`config.mk`:
```
export PLATFORM = sky130hd
export DESIGN_NAME = conv_window_sequencer_flat
export DESIGN_NICKNAME = d
export VERILOG_FILES = /design/src/rtl/conv_pkg.sv /design/src/rtl/conv_window_sequencer_if.sv /design/src/rtl/conv_addr_gen.sv /design/src/rtl/conv_window_sequencer.sv /design/src/flat_wrapper.sv
export SDC_FILE = /design/constraint.sdc
export NUM_CORES = 1
export LEC_CHECK = 0
export CORE_ASPECT_RATIO = 0.5
export CORE_MARGIN = 4
export CORE_UTILIZATION = 49
export DETAILED_ROUTE_END_ITERATION = 10
export PLACE_DENSITY = 0.85
export RECOVER_POWER = 50
export SETUP_SLACK_MARGIN = 0.15
export SLEW_MARGIN = 10
export SYNTH_ARGS = -nofsm -noshare
export SYNTH_HDL_FRONTEND = slang
export SYNTH_SLANG_ARGS = --single-unit
```
`constraint.sdc`:
```
create_clock -name clk -period 3.7 [get_ports clk]
set_clock_uncertainty 0.1 [all_clocks]
set_input_delay 0.74 -clock clk [delete_from_list [all_inputs] [get_ports clk]]
set_output_delay 0.74 -clock clk [all_outputs]
set_load 0.01 [all_outputs]
```
`src/rtl/conv_pkg.sv`:
```
// Shared types and constants for the convolution window sequencer.
// Holds pixel/result widths, the sequencer state encoding and patch indexing.
package conv_pkg;
  localparam int PIX_W = 16;
  localparam int RES_W = 64;

  typedef enum logic [2:0] {
    IDLE  = 3'd0,
    FETCH = 3'd1,
    CALC  = 3'd2,
    OUT   = 3'd3,
    FIN   = 3'd4
  } state_t;

  // Row-major position of window element (r, c) inside a K x K patch.
  function automatic int patch_idx(input int r, input int c, input int k);
    return r * k + c;
  endfunction
endpackage

```
`src/rtl/conv_window_sequencer_if.sv`:
```
// Pixel RAM read port plus the result stream of the window sequencer.
// The master modport is the sequencer side; the slave modport is RAM + sink.
interface conv_window_sequencer_if
  import conv_pkg::*;
#(
  parameter int ADDR_W = 10
);
  logic              mem_rd_en;
  logic [ADDR_W-1:0] mem_addr;
  logic [PIX_W-1:0]  mem_rd_data;

  // Result stream: a beat transfers on a clock edge where res_valid && res_ready.
  // Once res_valid rises, res_data/res_row/res_col stay stable until that edge.
  logic              res_valid;
  logic              res_ready;
  logic [RES_W-1:0]  res_data;
  logic [15:0]       res_row;
  logic [15:0]       res_col;

  modport master (
    output mem_rd_en, mem_addr, res_valid, res_data, res_row, res_col,
    input  mem_rd_data, res_ready
  );

  modport slave (
    input  mem_rd_en, mem_addr, res_valid, res_data, res_row, res_col,
    output mem_rd_data, res_ready
  );
endinterface

```
`src/rtl/conv_addr_gen.sv`:
```
// Window position counters (row/col) and in-window offset counters (r/c).
// Produces the pixel RAM address of the current fetch and the last-window flag.
module conv_addr_gen
  import conv_pkg::*;
#(
  parameter int KERNEL_SIZE = 3,
  parameter int IMG_W       = 32,
  parameter int IMG_H       = 32,
  parameter int ADDR_W      = 10
) (
  input  logic              clk,
  input  logic              rst_n,
  input  logic              clear,
  input  logic              step_off,
  input  logic              step_win,
  output logic [ADDR_W-1:0] addr,
  output logic [15:0]       row,
  output logic [15:0]       col,
  output logic              last_win
);
  logic [15:0] r_q, c_q, row_q, col_q;
  logic [31:0] addr_full;

  assign addr_full = (32'(row_q) + 32'(r_q)) * 32'(IMG_W) + 32'(col_q) + 32'(c_q);
  assign addr      = addr_full[ADDR_W-1:0];
  assign row       = row_q;
  assign col       = col_q;
  assign last_win  = (row_q == 16'(IMG_H - KERNEL_SIZE)) && (col_q == 16'(IMG_W - KERNEL_SIZE));

  always_ff @(posedge clk or negedge rst_n) begin
    if (!rst_n) begin
      r_q   <= '0;
      c_q   <= '0;
      row_q <= '0;
      col_q <= '0;
    end else if (clear) begin
      r_q   <= '0;
      c_q   <= '0;
      row_q <= '0;
      col_q <= '0;
    end else begin
      // Offsets wrap back to (0,0) after the last element, ready for the next window.
      if (step_off) begin
        if (c_q == 16'(KERNEL_SIZE - 1)) begin
          c_q <= '0;
          r_q <= (r_q == 16'(KERNEL_SIZE - 1)) ? 16'd0 : r_q + 16'd1;
        end else begin
          c_q <= c_q + 16'd1;
        end
      end
      if (step_win) begin
        if (col_q == 16'(IMG_W - KERNEL_SIZE)) begin
          col_q <= '0;
          if (!last_win) row_q <= row_q + 16'd1;
        end else begin
          col_q <= col_q + 16'd1;
        end
      end
    end
  end
endmodule

```
`src/rtl/conv_window_sequencer.sv`:
```
// Walks every stride-1 K x K window of the image, fetches its patch from the
// pixel RAM, registers the external datapath's sum and streams it out.
module conv_window_sequencer
  import conv_pkg::*;
#(
  parameter int KERNEL_SIZE = 3,
  parameter int IMG_W       = 32,
  parameter int IMG_H       = 32,
  parameter int ADDR_W      = 10
) (
  input  logic                                          clk,
  input  logic                                          rst_n,
  input  logic                                          start,
  output logic                                          busy,
  output logic                                          done,
  input  logic                                          kernel_we,
  input  logic [$clog2(KERNEL_SIZE*KERNEL_SIZE)-1:0]    kernel_idx,
  input  logic [PIX_W-1:0]                              kernel_wdata,
  output logic [KERNEL_SIZE*KERNEL_SIZE*PIX_W-1:0]      patch_o,
  output logic [KERNEL_SIZE*KERNEL_SIZE*PIX_W-1:0]      kernel_o,
  input  logic [RES_W-1:0]                              conv_result_i,
  conv_window_sequencer_if.master                       bus,
  output state_t                                        state_dbg
);
  localparam int NPIX = KERNEL_SIZE * KERNEL_SIZE;
  localparam int FW   = $clog2(NPIX + 1);
  localparam int KIW  = $clog2(NPIX);

  state_t                  state_q, state_d;
  logic [FW-1:0]           fcnt_q;
  logic                    rd_en, step_win, clear, last_win;
  logic [ADDR_W-1:0]       gen_addr;
  logic [15:0]             row, col;
  logic [NPIX*PIX_W-1:0]   patch_q, kernel_q;
  logic [RES_W-1:0]        res_data_q;
  logic [15:0]             res_row_q, res_col_q;

  conv_addr_gen #(
    .KERNEL_SIZE (KERNEL_SIZE),
    .IMG_W       (IMG_W),
    .IMG_H       (IMG_H),
    .ADDR_W      (ADDR_W)
  ) u_addr_gen (
    .clk      (clk),
    .rst_n    (rst_n),
    .clear    (clear),
    .step_off (rd_en),
    .step_win (step_win),
    .addr     (gen_addr),
    .row      (row),
    .col      (col),
    .last_win (last_win)
  );

  always_comb begin
    state_d  = state_q;
    rd_en    = 1'b0;
    step_win = 1'b0;
    clear    = 1'b0;
    case (state_q)
      IDLE: begin
        if (start) begin
          clear   = 1'b1;
          state_d = FETCH;
        end
      end
      // Reads go out on counts 0..NPIX-1; the final count only lands the last pixel.
      FETCH: begin
        rd_en = (fcnt_q != FW'(NPIX));
        if (fcnt_q == FW'(NPIX)) state_d = CALC;
      end
      CALC: state_d = OUT;
      OUT: begin
        if (bus.res_ready) begin
          step_win = 1'b1;
          state_d  = last_win ? FIN : FETCH;
        end
      end
      FIN:     state_d = IDLE;
      default: state_d = IDLE;
    endcase
  end

  always_ff @(posedge clk or negedge rst_n) begin
    if (!rst_n) begin
      state_q    <= IDLE;
      fcnt_q     <= '0;
      patch_q    <= '0;
      kernel_q   <= '0;
      res_data_q <= '0;
      res_row_q  <= '0;
      res_col_q  <= '0;
    end else begin
      state_q <= state_d;
      if (state_q == FETCH && fcnt_q != FW'(NPIX)) fcnt_q <= fcnt_q + FW'(1);
      else                                         fcnt_q <= '0;
      // Read data for element n returns one cycle after its strobe, at count n+1.
      if (state_q == FETCH) begin
        for (int i = 0; i < NPIX; i++) begin
          if (fcnt_q == FW'(i + 1)) patch_q[i*PIX_W +: PIX_W] <= bus.mem_rd_data;
        end
      end
      if (state_q == CALC) begin
        res_data_q <= conv_result_i;
        res_row_q  <= row;
        res_col_q  <= col;
      end
      // Weights only change while idle, so a pass always sees one kernel.
      if (state_q == IDLE && kernel_we) begin
        for (int i = 0; i < NPIX; i++) begin
          if (kernel_idx == KIW'(i)) kernel_q[i*PIX_W +: PIX_W] <= kernel_wdata;
        end
      end
    end
  end

  assign busy          = (state_q != IDLE);
  assign done          = (state_q == FIN);
  assign state_dbg     = state_q;
  assign patch_o       = patch_q;
  assign kernel_o      = kernel_q;
  assign bus.mem_rd_en = rd_en;
  assign bus.mem_addr  = rd_en ? gen_addr : '0;
  assign bus.res_valid = (state_q == OUT);
  assign bus.res_data  = res_data_q;
  assign bus.res_row   = res_row_q;
  assign bus.res_col   = res_col_q;
endmodule

```
`src/flat_wrapper.sv`:
```
// flat-port wrapper written by rule: the top's interface ports become plain ports
module conv_window_sequencer_flat import conv_pkg::*;
#(
  parameter int KERNEL_SIZE = 3,
  parameter int IMG_W       = 32,
  parameter int IMG_H       = 32,
  parameter int ADDR_W      = 10
)
  (clk, rst_n, start, busy, done, kernel_we, kernel_idx, kernel_wdata, patch_o, kernel_o, conv_result_i, state_dbg, bus_mem_rd_en, bus_mem_addr, bus_res_valid, bus_res_data, bus_res_row, bus_res_col, bus_mem_rd_data, bus_res_ready);
  conv_window_sequencer_if #(.ADDR_W(ADDR_W)) bus_i ();
  input  logic clk;
  input  logic rst_n;
  input  logic start;
  output logic busy;
  output logic done;
  input  logic kernel_we;
  input  logic [$clog2(KERNEL_SIZE*KERNEL_SIZE)-1:0] kernel_idx;
  input  logic [PIX_W-1:0] kernel_wdata;
  output logic [KERNEL_SIZE*KERNEL_SIZE*PIX_W-1:0] patch_o;
  output logic [KERNEL_SIZE*KERNEL_SIZE*PIX_W-1:0] kernel_o;
  input  logic [RES_W-1:0] conv_result_i;
  output state_t state_dbg;
  output wire logic [$bits(bus_i.mem_rd_en)-1:0] bus_mem_rd_en;
  output wire logic [$bits(bus_i.mem_addr)-1:0] bus_mem_addr;
  output wire logic [$bits(bus_i.res_valid)-1:0] bus_res_valid;
  output wire logic [$bits(bus_i.res_data)-1:0] bus_res_data;
  output wire logic [$bits(bus_i.res_row)-1:0] bus_res_row;
  output wire logic [$bits(bus_i.res_col)-1:0] bus_res_col;
  input wire logic [$bits(bus_i.mem_rd_data)-1:0] bus_mem_rd_data;
  input wire logic [$bits(bus_i.res_ready)-1:0] bus_res_ready;
  assign bus_mem_rd_en = bus_i.mem_rd_en;
  assign bus_mem_addr = bus_i.mem_addr;
  assign bus_res_valid = bus_i.res_valid;
  assign bus_res_data = bus_i.res_data;
  assign bus_res_row = bus_i.res_row;
  assign bus_res_col = bus_i.res_col;
  assign bus_i.mem_rd_data = bus_mem_rd_data;
  assign bus_i.res_ready = bus_res_ready;
  conv_window_sequencer #(.KERNEL_SIZE(KERNEL_SIZE), .IMG_W(IMG_W), .IMG_H(IMG_H), .ADDR_W(ADDR_W)) u_core (.clk(clk), .rst_n(rst_n), .start(start), .busy(busy), .done(done), .kernel_we(kernel_we), .kernel_idx(kernel_idx), .kernel_wdata(kernel_wdata), .patch_o(patch_o), .kernel_o(kernel_o), .conv_result_i(conv_result_i), .bus(bus_i), .state_dbg(state_dbg));
endmodule
```
==> impl_metrics.yaml <==
worst_setup_path:
  criticalPathCategory: "flop to output pin"
  crit_top_cell: "inv_2"
  cp.depth: 12
  slowest_delay_ns: 0.51
  crit_slowest_cell: "fa_1"
  critical_path_peak_fanout: 3
  startpoint: "u_core.u_addr_gen.r_q[0]$_DFFE_PN0P_"
  critPathRequiredTime_ns: 2.86
  crit_buf_inv: 4
  reg2reg_slack_ns: 0.55
  rr_worst_depth: 9
  worstSetupEndpointType: "output pin"
  cp_top_family: "adder cells"
  endpoint: "bus_mem_addr[9]"
  critical_path.startpoint_type: "flop"
  reg2reg_to: "u_core.u_addr_gen.r_q[7]$_DFFE_PN0P_"
  r2r-start: "u_core.fcnt_q[1]$_DFF_PN0_"
  crit_chain: "ha_2 > inv_2 > fa_2 > fa_1 > inv_2 > ha_4 > buf_6 > o2111ai_4 > a31oi_2 > xnor2_1 > nor2_1 > buf_2"
  arrival_ns: 3.30
route:
  wl_um: 57500
  dr.pass1.iters: 5
  wl_per_cell_um: 23.2
  vias_per_cell: 5.51
  ant_nets: 0
  drc: 0
  drtIter0Drc: 927
  vias: 13600
layout:
  fin_nets: 2064
  fillers: 2630
  drive_gt1_frac: 0.287
  mostFrequentLayoutCell: "clkdlybuf4s50_1"
  fin_cells: 2476
  syn2layout_area_growth_pct: 38.5
  final_core_util: 0.700
  final_cell_mix: "clkdlybuf4s50_1, dfrtp_1, mux2_2, nor2_1"
  fin_area_mm2: 0.0266
synthesis:
  ys_async_sr_fraction: 1.00
  synth.distinct_cells: 66
  synth_seq_area_share: 0.592
  ys.warnings.count: 0
  synth-main-ff-cell: "dfrtp_1"
  syn_nets: 1503
  synth_edf_count: 0
  synth_seq_cells: 455
  synth.cell_area_mm2: 0.0192
  avgSynthCellArea_um2: 14.1
  syn_inst: 1363
cts:
  cts_hold_buffers: 0
  root_buffer: "clkbuf_16"
  clock_path_buffers: 3
  clk_pin_slew_worst_paths_ns: 0.06
  htreeDepth: 2
  clk_latency_ns: 0.55
  cts_tree: "done"
  cts_made_buffers: 42
  cts.sinks: 455
floorplanning:
  rows: 50
  die_h_um: 148
  initial_core_util: 0.506
  dieArea_mm2: 0.0427
  io_pins: 506
  coreArea_mm2: 0.0380
  die_x_um: 288
status:
  violations: "capacitance limit, slew limit, setup timing"
  status: "complete, but fails checks"
job:
  maxCapViolCount: 1
grt:
  grt_max_degree: 110
  grt.total_usage: 0.264
  gr-total-overflow: 0
  antenna_found_initial: 0
  first_global_vias: 14200
  grt_pass1_wl_um: 87000
power_and_ir_drop:
  vdd_drop_max_v: 0.000531
  p_leak_nw: 11.8
  p_per_area_mw_per_mm2: 786
sta:
  final_hold_viol_count: 0
  finalCriticalPeriod_ns: 4.14
  timing.hold.ws_ns: 0.403
  rsz0062_at_grt: "yes"
  maxSlewHeadroom: -0.945
  finalWorstSetupSlack_ns: -0.439
  fmax_ghz: 0.242
  worst-slew-pin-transition_ns: 2.92
  slew_violations: 110
  setup_violations: 4
  fin_crit_sh: 1.12
placed_design:
  hpwl_um: 41800
  gp_congestion: 0.914
  dpl-instance-area_mm2: 0.0252
  port_buffers: 505
  place_ws_ns: -0.349
  place_inst: 2394
worst_hold_path:
  hold_path.class: "flop to flop"
[routing by layer]
| layer | vias to the layer above | global-route usage | routed length [um] | share of wire |
|---|---|---|---|---|
| li1 | 6019 | - | - | - |
| met1 | 7078 | 0.320 | 22200 | 0.39 |
| met2 | 376 | 0.472 | 30100 | 0.52 |
| met3 | 164 | 0.0421 | 2240 | 0.039 |
| met4 | 0 | 0.115 | 2930 | 0.051 |
| met5 | - | 0 | 0 | 0 |
[stage by stage]
step           TNS [ns]  power [W]
3_3_place_gp     -0.809     0.0163
2_1_floorplan         0     0.0114
4_1_cts           -1.28     0.0211
5_1_grt          -33.41     0.0219
3_5_place_dp     -0.926     0.0166
6_report          -1.35     0.0209
[registers in the layout, indices dropped and copies added, names as in the netlist]
name and cells:
u_core.u_addr_gen.c_q 16, u_core.patch_o 144, u_core.bus.res_data 64, u_core.state_dbg 3, u_core.u_addr_gen.col 16, u_core.kernel_o 144, u_core.u_addr_gen.r_q 16, u_core.bus.res_row 16
u_core.u_addr_gen.row 16, u_core.bus.res_col 16, u_core.fcnt_q 4
[power by group]
part / switching [W] / internal, W
clock network: 0.00191 / 0.00248
logic: 0.00362 / 0.00503
registers: 0.00109 / 0.00682
[Yosys cell counts, drive strengths merged (2+ instances only)]
cell type | instances | area share
and4 | 7 | 0.0032
xnor2 | 23 | 0.010
xor2 | 13 | 0.0059
nor4 | 22 | 0.0083
o41ai | 3 | 0.0014
o21a | 4 | 0.0016
nor2 | 55 | 0.011
clkbuf | 15 | 0.0029
buf | 37 | 0.012
o21bai | 4 | 0.0016
fa | 6 | 0.0062
or3 | 8 | 0.0026
and3 | 11 | 0.0036
a21oi | 26 | 0.0068
o2bb2ai | 2 | 0.00091
nand2 | 45 | 0.010
nand4b | 2 | 0.00091
a2111oi | 2 | 0.0019
or3b | 2 | 0.0010
ha | 29 | 0.019
nor4b | 5 | 0.0042
dfrtp | 455 | 0.59
nor2b | 6 | 0.0020
nand2b | 7 | 0.0023
a211oi | 2 | 0.00078
inv | 36 | 0.0070
a21o | 5 | 0.0020
nand3 | 26 | 0.0070
and2 | 2 | 0.00065
nand3b | 3 | 0.0014
o31ai | 8 | 0.0031
nor3 | 27 | 0.0082
o21ai | 36 | 0.0094
or2 | 3 | 0.00098
nand4 | 18 | 0.0059
or4 | 6 | 0.0023
nor3b | 8 | 0.0046
mux2 | 384 | 0.23
[logic make-up after synthesis]
family                   Yosys count  synth area share
XOR/XNOR                          37            0.0176
flip-flops                       455             0.592
buffers and inverters             88            0.0218
multiplexers                     384             0.231
AO/OA/AOI/OAI                    100            0.0326
AND/OR/NAND/NOR                  264            0.0806
adder cells (fa/ha/maj)           35            0.0251
[worst min-delay path by stage]
stage | start | end | slack, ns | cells after the start
3_3_place_gp | u_core.patch_o[96]$_DFFE_PN0P_ | u_core.patch_o[96]$_DFFE_PN0P_ | 0.39 | 1
6_report | u_core.patch_o[98]$_DFFE_PN0P_ | u_core.patch_o[98]$_DFFE_PN0P_ | 0.40 | 1
5_1_grt | u_core.patch_o[129]$_DFFE_PN0P_ | u_core.patch_o[129]$_DFFE_PN0P_ | 0.41 | 1
3_5_place_dp | u_core.patch_o[129]$_DFFE_PN0P_ | u_core.patch_o[129]$_DFFE_PN0P_ | 0.39 | 1
2_1_floorplan | rst_n | u_core.bus.res_col[0]$_DFFE_PN0P_ | 0.34 | 0
4_1_cts | rst_n | u_core.bus.res_row[0]$_DFFE_PN0P_ | 0.20 | 1
[layout make-up]
type	count	area, um2	share of cell area
diodes	1	2.50	0.0000939
clock buffers	61	1200	0.0452
clock inverters	14	156	0.00587
inverters	36	135	0.00507
multi-input cells	820	7570	0.284
flip-flops and latches	455	11400	0.427
well taps	520	651	0.0244
repair buffers	569	5540	0.208
[what timing repair did]
action	in CTS	in global routing
gates cloned	0	0
pin swaps	8	8
setup endpoints to repair	8	8
gates resized for setup	37	11
setup buffers	2	3
(Power assumes the default switching activity.)
